===== src/rtl/fifo_stream_reader.sv =====
// fifo_stream_reader: drains a combinational-read FIFO port into a valid/ready stream through a small skid buffer.
// Optional framing (packet_length / out_last) is enabled by defining FIFO_STREAM_READER_LAST_EN.
module fifo_stream_reader #(
  parameter int WIDTH        = 8,
  parameter int BUFFER_DEPTH = 2,
  parameter int LENGTH_WIDTH = 8
) (
  input  logic                          clock,
  input  logic                          reset,
  input  logic                          flush,
  output logic                          fifo_read_enable,
  input  logic [WIDTH-1:0]              fifo_read_data,
  input  logic                          fifo_read_empty,
  output logic                          fifo_read_flush,
  output logic                          out_valid,
  input  logic                          out_ready,
  output logic [WIDTH-1:0]              out_data,
`ifdef FIFO_STREAM_READER_LAST_EN
  input  logic [LENGTH_WIDTH-1:0]       packet_length,
  output logic                          out_last,
`endif
  output logic [$clog2(BUFFER_DEPTH):0] buffer_level
);

  localparam int CW = $clog2(BUFFER_DEPTH) + 1;
  localparam int PW = (BUFFER_DEPTH > 1) ? $clog2(BUFFER_DEPTH) : 1;
  localparam logic [CW-1:0] DEPTH_C  = CW'(BUFFER_DEPTH);
  localparam logic [PW-1:0] LAST_PTR = PW'(BUFFER_DEPTH - 1);

  if (BUFFER_DEPTH < 1 || LENGTH_WIDTH < 1) begin : g_param_check
    $error("fifo_stream_reader: BUFFER_DEPTH and LENGTH_WIDTH must be >= 1");
  end

  logic [WIDTH-1:0] mem [BUFFER_DEPTH];
  logic [PW-1:0]    head;
  logic [PW-1:0]    tail;
  logic [CW-1:0]    count;
  logic             fill;
  logic             pop;

  function automatic logic [PW-1:0] next_ptr(input logic [PW-1:0] p);
    return (p == LAST_PTR) ? '0 : p + PW'(1);
  endfunction

  // Handshake: a word transfers on any rising edge where out_valid && out_ready; once raised,
  // out_valid and out_data hold until that transfer. The FIFO side pops on fifo_read_enable alone.
  // The read enable looks only at registered occupancy, so out_ready never reaches it combinationally.
  assign fifo_read_enable = !reset && !flush && !fifo_read_empty && (count < DEPTH_C);
  assign fifo_read_flush  = flush;
  assign fill             = fifo_read_enable;
  assign out_valid        = (count != '0);
  assign pop              = out_valid && out_ready;
  assign out_data         = mem[head];
  assign buffer_level     = count;

  always_ff @(posedge clock) begin
    if (reset || flush) begin
      count <= '0;
      head  <= '0;
      tail  <= '0;
    end else begin
      if (fill) tail <= next_ptr(tail);
      if (pop)  head <= next_ptr(head);
      if (fill && !pop)      count <= count + CW'(1);
      else if (pop && !fill) count <= count - CW'(1);
    end
  end

  // Storage carries no reset; occupancy alone decides which entries are meaningful.
  always_ff @(posedge clock) begin
    if (fill) mem[tail] <= fifo_read_data;
  end

`ifdef FIFO_STREAM_READER_LAST_EN
  logic [LENGTH_WIDTH-1:0] beat;
  logic [LENGTH_WIDTH-1:0] last_beat;

  // A zero length behaves like a one-word packet.
  assign last_beat = (packet_length == '0) ? '0 : packet_length - LENGTH_WIDTH'(1);
  assign out_last  = out_valid && (beat == last_beat);

  always_ff @(posedge clock) begin
    if (reset || flush) begin
      beat <= '0;
    end else if (pop) begin
      beat <= out_last ? '0 : beat + LENGTH_WIDTH'(1);
    end
  end
`endif

endmodule


===== config.mk =====
export PLATFORM = sky130hd
export DESIGN_NAME = fifo_stream_reader
export DESIGN_NICKNAME = d
export VERILOG_FILES = /design/src/rtl/fifo_stream_reader.sv
export SDC_FILE = /design/constraint.sdc
export NUM_CORES = 1
export LEC_CHECK = 0
export ABC_AREA = 1
export ABC_CLOCK_PERIOD_IN_PS = 1300
export BUFFER_PORTS_ARGS = -buffer_cell sky130_fd_sc_hd__buf_2
export CAP_MARGIN = 20
export CORE_MARGIN = 2
export CORE_UTILIZATION = 44
export DETAILED_ROUTE_END_ITERATION = 8
export PLACE_DENSITY = 0.72
export SYNTH_ARGS = -nofsm -noshare
export SYNTH_HDL_FRONTEND = slang
export SYNTH_SLANG_ARGS = --single-unit

===== constraint.sdc =====
create_clock -name clock -period 1.3 [get_ports clock]
set_clock_uncertainty 0.05 [all_clocks]
set_input_delay 0.195 -clock clock [delete_from_list [all_inputs] [get_ports clock]]
set_output_delay 0.195 -clock clock [all_outputs]
set_load 0.01 [all_outputs]

==> results of run 1 <==
[through the flow]
stage	instance area [sq um]	hold slack, ps	util [%]	worst slack, ps
finish	1244	37.74	64.71	-155.7
global route	1244	16.59	64.71	-202.3
CTS	1197	19.50	62.30	-169.1
detailed placement	1079	336.5	56.12	-49.50
global placement	1079	332.7	56.12	10.42
floorplan	888.4	243.9	-	-3.244
[registers in the layout, summed over array words and instances (netlist names), named ones only]
register and flops:
buffer_level 2, head 1, mem 16, tail 1
[final timing paths]
kind	startpoint	endpoint	depth (start not counted)
setup / recovery	flop	out_data[5]	3
hold / removal	fifo_read_data[3]	mem[0][3]$_DFFE_PP_	1
setup reg to reg	buffer_level[1]$_SDFFE_PP0P_	buffer_level[0]$_SDFFE_PP0P_	6
hold reg to reg	head$_SDFFE_PP0P_	head$_SDFFE_PP0P_	2
[metal layers]
layer | track usage [%] | wire length (um)
met1 | 13.88 | 666
met2 | 32.88 | 1033
met3 | 3.681 | 91
met4 | 7.143 | 10
met5 | 0 | 0
[final cells by class]
cell class                      count  area [sq um]
Clock buffer                        4         26.28
Fill cell                         150         678.2
Inverter                           12         52.55
Multi-Input combinational cell     32         269.0
Sequential cell                    21         584.3
Tap cell                           27         33.78
Timing Repair Buffer               34         277.8
[where the power goes]
group	switching, W	internal [W]
registers	0.00000646	0.000735
logic	0.0000734	0.0000857
clock network	0.000180	0.000119
total	0.000260	0.000940
[cell families (layout without fill, tap and decap cells)]
logic type | after synthesis | after routing
flip-flops | 21 | 21
AND/OR/NAND/NOR | 19 | 19
buffers and inverters | 14 | 50
multiplexers | 8 | 8
AO/OA/AOI/OAI | 4 | 4
adder cells (fa/ha/maj) | 1 | 1
[what timing repair did]
action / CTS / global route
cloned: 0 / 0
setup endpoints to repair: 11 / 12
pin swaps: 0 / 1
endpoints found under the hold margin: 0 / 0
resized for setup: 13 / 9
setup buffers: 2 / 2
[cell usage in the layout (no fill, tap or decap)]
cell type	count
edfxtp_1	16
buf_2	14
buf_6	12
mux2_4	8
inv_1	7
nand2_1	7
buf_4	7
nor2_1	5
inv_4	3
dfxtp_2	3
clkbuf_4	3
inv_2	2
nand2_2	2
a21oi_1	2
nand3_1	2
dfxtp_1	2
nand3_4	1
nand2_4	1
o21ai_0	1
a31oi_1	1
nand4_1	1
ha_4	1
clkbuf_1	1
buf_12	1
==> impl_metrics.py, run 1 <==
metrics = {
    "route": {
        "drt-wirelength-per-cell_um": 13.85,
        "vias": 603,
        "wl_um": 1800,
        "ant_nets": 0,
        "firstDrtPassIters": 4,
        "drt_iter0_drc": 12,
        "drc_errors": 0,
        "viasPerCell": 4.638,
    },
    "synthesis": {
        "synth_cell_types": 17,
        "ys_seq_area_share_pct": 65.54,
        "synth_compound_area_share_pct": 2.401,
        "synth_ff_type": "edfxtp_1",
        "postSynthAreaPerCell_sq_um": 13.22,
        "yosysMostFrequentCell": "edfxtp_1",
        "synth_xor_area_share_pct": 0,
        "ys_ff_latch": 21,
        "synthesis.nets": 81,
        "synth_mux_area_share_pct": 13.56,
        "yosysTopAreaCellShare_pct": 54.24,
        "yosys-top-cells-count": "edfxtp_1 (16), inv_1 (9), mux2_4 (8), nand2_1 (8)",
        "synthAdderAreaFrac_pct": 1.412,
        "synth_area_leaders": "edfxtp_1 (54%), mux2_4 (14%), dfxtp_1 (11%), inv_1 (3.8%), nand2_1 (3.4%)",
        "yosysWarnings": 0,
        "synth_top_family_by_area": "multiplexers",
        "async_flop_share_pct": 0,
        "synthSimpleGateAreaFrac_pct": 9.887,
        "synth_top_area_cell": "edfxtp_1",
        "synthCells": 67,
        "synth_edf_count": 16,
        "syn_area_sq_um": 885.9,
    },
    "clock_network": {
        "clk_latency_ps": 290,
        "ctsHoldBuffers": 0,
        "tritoncts": "yes",
        "cts-root-buf": "clkbuf_4",
        "clk_pin_slew_ps": 100,
        "htree_levels": 1,
        "numCtsBuffers": 3,
        "clockBufferDepth": 2,
        "clock_sinks": 21,
    },
    "timing": {
        "drv_slew": 0,
        "layout_setup_ws_ps": -155.7,
        "fmaxAchievable_mhz": 687.0,
        "relSlewSlack_pct": 87.51,
        "period_needed_ps": 1456,
        "worst_slew_pin_slew_ps": 185.4,
        "final-hold-violation-count": 0,
        "tns_ps": -1177,
        "rsz0062_at_grt": "yes",
        "setup_viol": 8,
        "final.period_utilization_pct": 112.0,
    },
    "power": {
        "p_leak_nw": 0.5374,
        "ir_drop_mv": 0.5280,
        "power-per-cell-area_nw_per_um2": 964.8,
        "fin_total_pwr_w": 0.001200,
    },
    "flow_run": {
        "cap_violations": 0,
    },
    "grt": {
        "gr-usage-all-layers_pct": 15.86,
        "antenna_found_initial": 0,
        "grt_overflow": 0,
        "grt_pass1_vias": 599,
        "grt_max_degree": 12,
        "grt_pass1_wl_um": 2704,
    },
    "worst_setup_path": {
        "slowest_delay_ps": 350,
        "crit_arrival_ps": 1210,
        "path_buf_inv": 2,
        "end_kind": "output pin",
        "start_kind": "flop",
        "crit_chain": "buf_12, mux2_4, buf_6",
        "critical_path.top_delay_family": "flip-flops",
        "cp_slowest_cell": "dfxtp_2",
        "path_class": "reg2out",
        "crit_fanout": 8,
        "crit_required_ps": 1050,
        "reg2reg_setup_slack_ps": 60,
    },
    "placement": {
        "port_buffers": 25,
        "dp_cells": 122,
        "gp_congestion": 0.6830,
        "place_hpwl_um": 1100,
    },
    "floorplanning": {
        "rows": 16,
        "io_pins": 26,
        "coreArea_sq_um": 1922,
        "start_util_pct": 46.09,
        "die_area_sq_um": 2388,
        "die-height_um": 48.87,
        "die_x_um": 48.87,
    },
    "finish": {
        "nets": 118,
        "drive_gt1_share_pct": 56.31,
        "antenna_cells": 0,
        "area_delta_synth_final_pct": 40.40,
        "instances_no_fill": 130,
    },
    "hold_path": {
        "hold_path_class": "in2reg",
    },
    "outcome": {
        "status": "finished with violations",
        "violations": "negative setup slack",
    },
}
(Power assumes the default switching activity.)
==> inputs of run 2 (changes only) <==
Settings changed: SKIP_CTS_REPAIR_TIMING set to 1.
==> impl_metrics.py, run 2 (same netlist as run 1, synthesis figures left out) <==
metrics = {
    "finish": {
        "drive_gt1_share_pct": 55.45,
        "design_area_sq_um": 1220,
        "largest_register_ffs": 16,
        "fillers": 153,
        "layout_commonest_cell": "edfxtp_1",
        "nets": 116,
        "top_register": "mem",
        "layout_common_cells": "edfxtp_1 (16), buf_2 (15), buf_6 (11)",
        "seq_area_sq_um": 584.3,
        "fin_util_pct": 63.48,
        "antenna_cells": 0,
        "multi_input_area_sq_um": 269.0,
        "area_delta_synth_final_pct": 37.71,
    },
    "floorplanning": {
        "start_util_pct": 46.09,
        "io_pins": 26,
        "rows": 16,
        "die-height_um": 48.87,
        "coreArea_sq_um": 1922,
        "die_area_sq_um": 2388,
        "die_x_um": 48.87,
    },
    "worst_setup_path": {
        "crit_required_ps": 1050,
        "crit_fanout": 8,
        "timing.rr.start": "buffer_level[1]$_SDFFE_PP0P_",
        "worst_r2r_endpoint": "buffer_level[1]$_SDFFE_PP0P_",
        "cp_slowest_cell": "dfxtp_2",
        "end_kind": "output pin",
        "path_buf_inv": 2,
        "slowest_delay_ps": 350,
        "start_kind": "flop",
        "path_class": "reg2out",
        "critical_path.top_delay_family": "flip-flops",
        "crit_chain": "buf_12, mux2_4, buf_6",
        "reg2reg_setup_slack_ps": 60,
        "crit_arrival_ps": 1210,
        "r2r_cells": 9,
    },
    "timing": {
        "final-hold-violation-count": 0,
        "rsz0062_at_grt": "yes",
        "layout_setup_ws_ps": -156.2,
        "setup_viol": 8,
        "fmaxAchievable_mhz": 686.7,
        "final.period_utilization_pct": 112.0,
        "period_needed_ps": 1456,
        "worst_slew_pin_slew_ps": 183.6,
        "drv_slew": 0,
        "relSlewSlack_pct": 87.63,
    },
    "route": {
        "wl_um": 1758,
        "wl_met2_um": 996,
        "route.met3.wl_um": 85,
        "top_layer": "met4",
        "drc_errors": 0,
        "ant_nets": 0,
        "drt_iter0_drc": 12,
        "firstDrtPassIters": 4,
        "vias": 596,
        "m1WireLength_um": 668,
        "drt-wirelength-per-cell_um": 13.73,
        "viasPerCell": 4.656,
    },
    "placement": {
        "port_buffers": 25,
        "gp_congestion": 0.6830,
        "place_hpwl_um": 1100,
        "dpl_cell_area_sq_um": 1079,
        "pre_cts_slack_ps": -49.50,
    },
    "grt": {
        "antenna_found_initial": 0,
        "grt_overflow": 0,
        "gr-usage-all-layers_pct": 13.42,
        "grt_pass1_vias": 580,
        "grt_max_degree": 12,
        "grt_pass1_wl_um": 2352,
    },
    "flow_run": {
        "cap_violations": 0,
    },
    "power": {
        "p_leak_nw": 0.5250,
        "ir_drop_mv": 0.5277,
        "power.internal_w": 0.0009357,
        "p_sw_w": 0.0002627,
        "combPwrFrac_pct": 12.8,
        "p_seq_share_pct": 61.8,
        "clockPowerShare_pct": 25.4,
        "power-per-cell-area_nw_per_um2": 982.4,
        "swShare_pct": 21.92,
    },
    "clock_network": {
        "cts-root-buf": "clkbuf_4",
        "htree_levels": 1,
        "numCtsBuffers": 3,
        "clk_latency_ps": 300,
        "tritoncts": "yes",
        "clock_sinks": 21,
        "clk_pin_slew_ps": 110,
        "clockBufferDepth": 2,
    },
    "hold_path": {
        "hold_path_class": "in2reg",
        "whs_path_depth": 1,
        "hold_end": "mem[0][1]$_DFFE_PP_",
        "hp-start": "fifo_read_data[1]",
    },
    "outcome": {
        "violations": "negative setup slack",
        "status": "finished with violations",
    },
}
run 2: area by class of cell:
cell class	instances	area share, %
tap	27	2.769
clock buffer	4	2.154
sequential	21	47.90
multi-input combinational	32	22.05
inverter	12	4.103
timing repair buffer	32	21.03
run 2: metal layers:
layer | GRT usage [%] | vias up
met5 | 0 | -
met4 | 7.143 | 0
met3 | 3.681 | 2
met2 | 26.26 | 19
met1 | 12.27 | 283
li1 | - | 292
run 2: how the worst max path moves through the flow:
stage / endpoint / slack [ps] / cells past startpoint
finish: out_data[5] / -160 / 3
global route: out_data[3] / -200 / 3
CTS: out_data[7] / -210 / 3
detailed placement: buffer_level[1]$_SDFFE_PP0P_ / -50 / 12
global placement: buffer_level[1]$_SDFFE_PP0P_ / 10 / 12
floorplan: mem[1][0]$_DFFE_PP_ / -3 / 3
run 2: power groups by stage:
stage	registers [W]	clock network (W)	logic [W]
2_1_floorplan	0.000756	0	0.0000633
5_1_grt	0.000743	0.000332	0.000165
4_1_cts	0.000740	0.000314	0.000117
3_5_place_dp	0.000756	0	0.000116
6_report	0.000741	0.000304	0.000153
3_3_place_gp	0.000755	0	0.000112
run 2: per-stage QoR:
| stage | setup TNS, ps | hold WS [ps] | total power, W | cells |
|---|---|---|---|---|
| final | -1181 | 32.83 | 0.001198 | 128 |
| after global routing | -1588 | 16.56 | 0.001240 | 128 |
| after CTS | -1636 | 19.50 | 0.001171 | 126 |
| after detailed placement | -77.19 | 336.5 | 0.0008720 | 122 |
| after global placement | 0 | 332.7 | 0.0008663 | 122 |
| after floorplan | -51.09 | 243.9 | 0.0008191 | 67 |
run 2: worst register-to-register path, delay by kind of cell, from the launching register on:
family                   cells  cell delay, ps
AND/OR/NAND/NOR              4             240
flip-flops                   1             380
buffers and inverters        4             200
adder cells (fa/ha/maj)      1             270
==> inputs of run 3 (changes only) <==
Settings changed: ABC_AREA 1 to unset, ABC_CLOCK_PERIOD_IN_PS 1300 to 1400, CORE_UTILIZATION 44 to 47, PLACE_DENSITY 0.72 to 0.75.
Clock period 1.3 ns to 1.4 ns, I/O delays scaled along.
==> impl_metrics.py, run 3 <==
metrics = {
    "grt": {
        "grt_overflow": 0,
        "grt_max_degree": 13,
        "gr-usage-all-layers_pct": 13.61,
        "grt_pass1_vias": 441,
        "antenna_found_initial": 0,
        "grt_pass1_wl_um": 1876,
    },
    "finish": {
        "area_delta_synth_final_pct": 43.36,
        "top_register": "mem",
        "drive_gt1_share_pct": 63.10,
        "nets": 99,
        "antenna_cells": 0,
        "layout_common_cells": "buf_2 (16), edfxtp_1 (16), buf_6 (11)",
        "design_area_sq_um": 1162,
        "largest_register_ffs": 16,
    },
    "route": {
        "ant_nets": 0,
        "wl_um": 1479,
        "viasPerCell": 5.059,
        "firstDrtPassIters": 3,
        "drc_errors": 0,
        "vias": 511,
        "drt-wirelength-per-cell_um": 14.64,
        "drt_iter0_drc": 8,
    },
    "clock_network": {
        "clk_pin_slew_ps": 120,
        "htree_levels": 1,
        "clk_latency_ps": 300,
        "numCtsBuffers": 3,
        "clockBufferDepth": 2,
        "cts-root-buf": "clkbuf_4",
        "clock_sinks": 21,
        "tritoncts": "yes",
    },
    "synthesis": {
        "ys_seq_area_share_pct": 71.60,
        "synth_edf_count": 16,
        "synth_area_leaders": "edfxtp_1 (59%), dfxtp_1 (12%), mux2_2 (11%), xor2_1 (3.2%), ha_1 (1.5%)",
        "synthCells": 51,
        "synth_cell_types": 17,
        "syn_area_sq_um": 810.8,
        "yosysMostFrequentCell": "edfxtp_1",
        "synth_top_area_cell": "edfxtp_1",
        "yosysTopAreaCellShare_pct": 59.26,
        "yosysWarnings": 0,
        "synthesis.nets": 65,
        "postSynthAreaPerCell_sq_um": 15.90,
        "synth_ff_type": "edfxtp_1",
        "yosys-top-cells-count": "edfxtp_1 (16), mux2_2 (8), dfxtp_1 (5)",
        "ys_ff_latch": 21,
        "async_flop_share_pct": 0,
    },
    "placement": {
        "dpl_cell_area_sq_um": 1011,
        "gp_congestion": 0.6762,
        "place_hpwl_um": 991.4,
        "port_buffers": 25,
        "pre_cts_slack_ps": -250.4,
    },
    "outcome": {
        "status": "finished with violations",
        "violations": "negative setup slack",
    },
    "worst_setup_path": {
        "start_kind": "flop",
        "cp-endpoint": "out_data[2]",
        "crit_required_ps": 1140,
        "r2r_cells": 5,
        "path_class": "reg2out",
        "crit_fanout": 8,
        "timing.rr.start": "buffer_level[1]$_SDFFE_PP0P_",
        "crit_arrival_ps": 1200,
        "end_kind": "output pin",
        "reg2reg_setup_slack_ps": 20,
        "worst_r2r_endpoint": "buffer_level[1]$_SDFFE_PP0P_",
    },
    "timing": {
        "layout_setup_ws_ps": -60.05,
        "period_needed_ps": 1460,
        "final-hold-violation-count": 0,
        "relSlewSlack_pct": 85.22,
        "drv_slew": 0,
        "worst_slew_pin_slew_ps": 220.9,
        "setup_viol": 9,
        "rsz0062_at_grt": "yes",
        "fmaxAchievable_mhz": 684.9,
        "final.period_utilization_pct": 104.3,
    },
    "hold_path": {
        "hold_path_class": "in2reg",
    },
    "floorplanning": {
        "start_util_pct": 48.54,
        "rows": 15,
        "die_x_um": 45.54,
        "die-height_um": 45.54,
        "coreArea_sq_um": 1670,
        "die_area_sq_um": 2073,
        "io_pins": 26,
    },
    "power": {
        "ir_drop_mv": 0.5202,
        "power-per-cell-area_nw_per_um2": 948.7,
        "p_leak_nw": 0.4701,
    },
    "flow_run": {
        "cap_violations": 0,
    },
}
[run 3: cell count changes in the layout (fill, tap and decap cells not counted), moves of 3 or more]
cell     delta
inv_1       -7
inv_2       -3
nand2_1     -7
xor2_1      +3
[run 3: kinds of logic after synthesis]
family,Yosys count,synth area share [%]
compound gates,5,3.086
mux,8,11.11
xor+xnor,3,3.241
buf+inv,3,2.161
flops,21,71.61
fa+ha+maj,1,1.543
simple gates,10,7.255
[run 3: layout make-up]
cell class              count  area, sq um
clock inverters             1        5.005
flip-flops and latches     21        589.3
well taps                  17        21.27
clock buffers               3        22.52
fillers                   118        508.0
repair buffers             32        241.5
multi-input cells          27        282.8
[run 3: how the worst min path moves through the flow]
stage                     cells after the start                  end               from  slack [ps]
final                                         1  mem[1][2]$_DFFE_PP_  fifo_read_data[2]          40
after global routing                          1  mem[1][2]$_DFFE_PP_  fifo_read_data[2]          20
after CTS                                     1  mem[1][7]$_DFFE_PP_  fifo_read_data[7]          30
after detailed placement                      1  mem[1][7]$_DFFE_PP_  fifo_read_data[7]         350
after global placement                        1  mem[0][7]$_DFFE_PP_  fifo_read_data[7]         350
after floorplan                               0  mem[0][0]$_DFFE_PP_  fifo_read_data[0]         260
[run 3: through the flow]
step                      utilization, %  total power (W)  hold slack [ps]  TNS (ps)  instances
after CTS                          62.17         0.001087            27.75     -2317        100
after floorplan                        -        0.0007569            258.9     -1577         51
after global placement             60.52        0.0008008            349.1     -1316         96
after global routing               69.59         0.001151            17.62    -973.7        101
final                              69.59         0.001103            40.75    -470.1        101
after detailed placement           60.52        0.0008053            351.8     -1803         96
[run 3: layer usage]
| metal | share of wire [%] | GRT usage [%] | vias up |
|---|---|---|---|
| met4 | 0.68 | 8.824 | 0 |
| met2 | 52 | 22.25 | 18 |
| met1 | 41 | 15.03 | 237 |
| met3 | 7.0 | 4.365 | 2 |
| met5 | 0 | 0 | - |
| li1 | - | - | 254 |
[run 3: report_power, final]
| group | total (W) | switching (W) | internal [W] |
|---|---|---|---|
| clock | 0.000287 | 0.000181 | 0.000106 |
| sequential | 0.000691 | 0.00000966 | 0.000681 |
| combinational | 0.000125 | 0.0000513 | 0.0000737 |
[run 3: critical path, cell delays in order (launching register included)]
cell and delay, ps:
dfxtp_4 460, mux2_4 320, buf_6 120
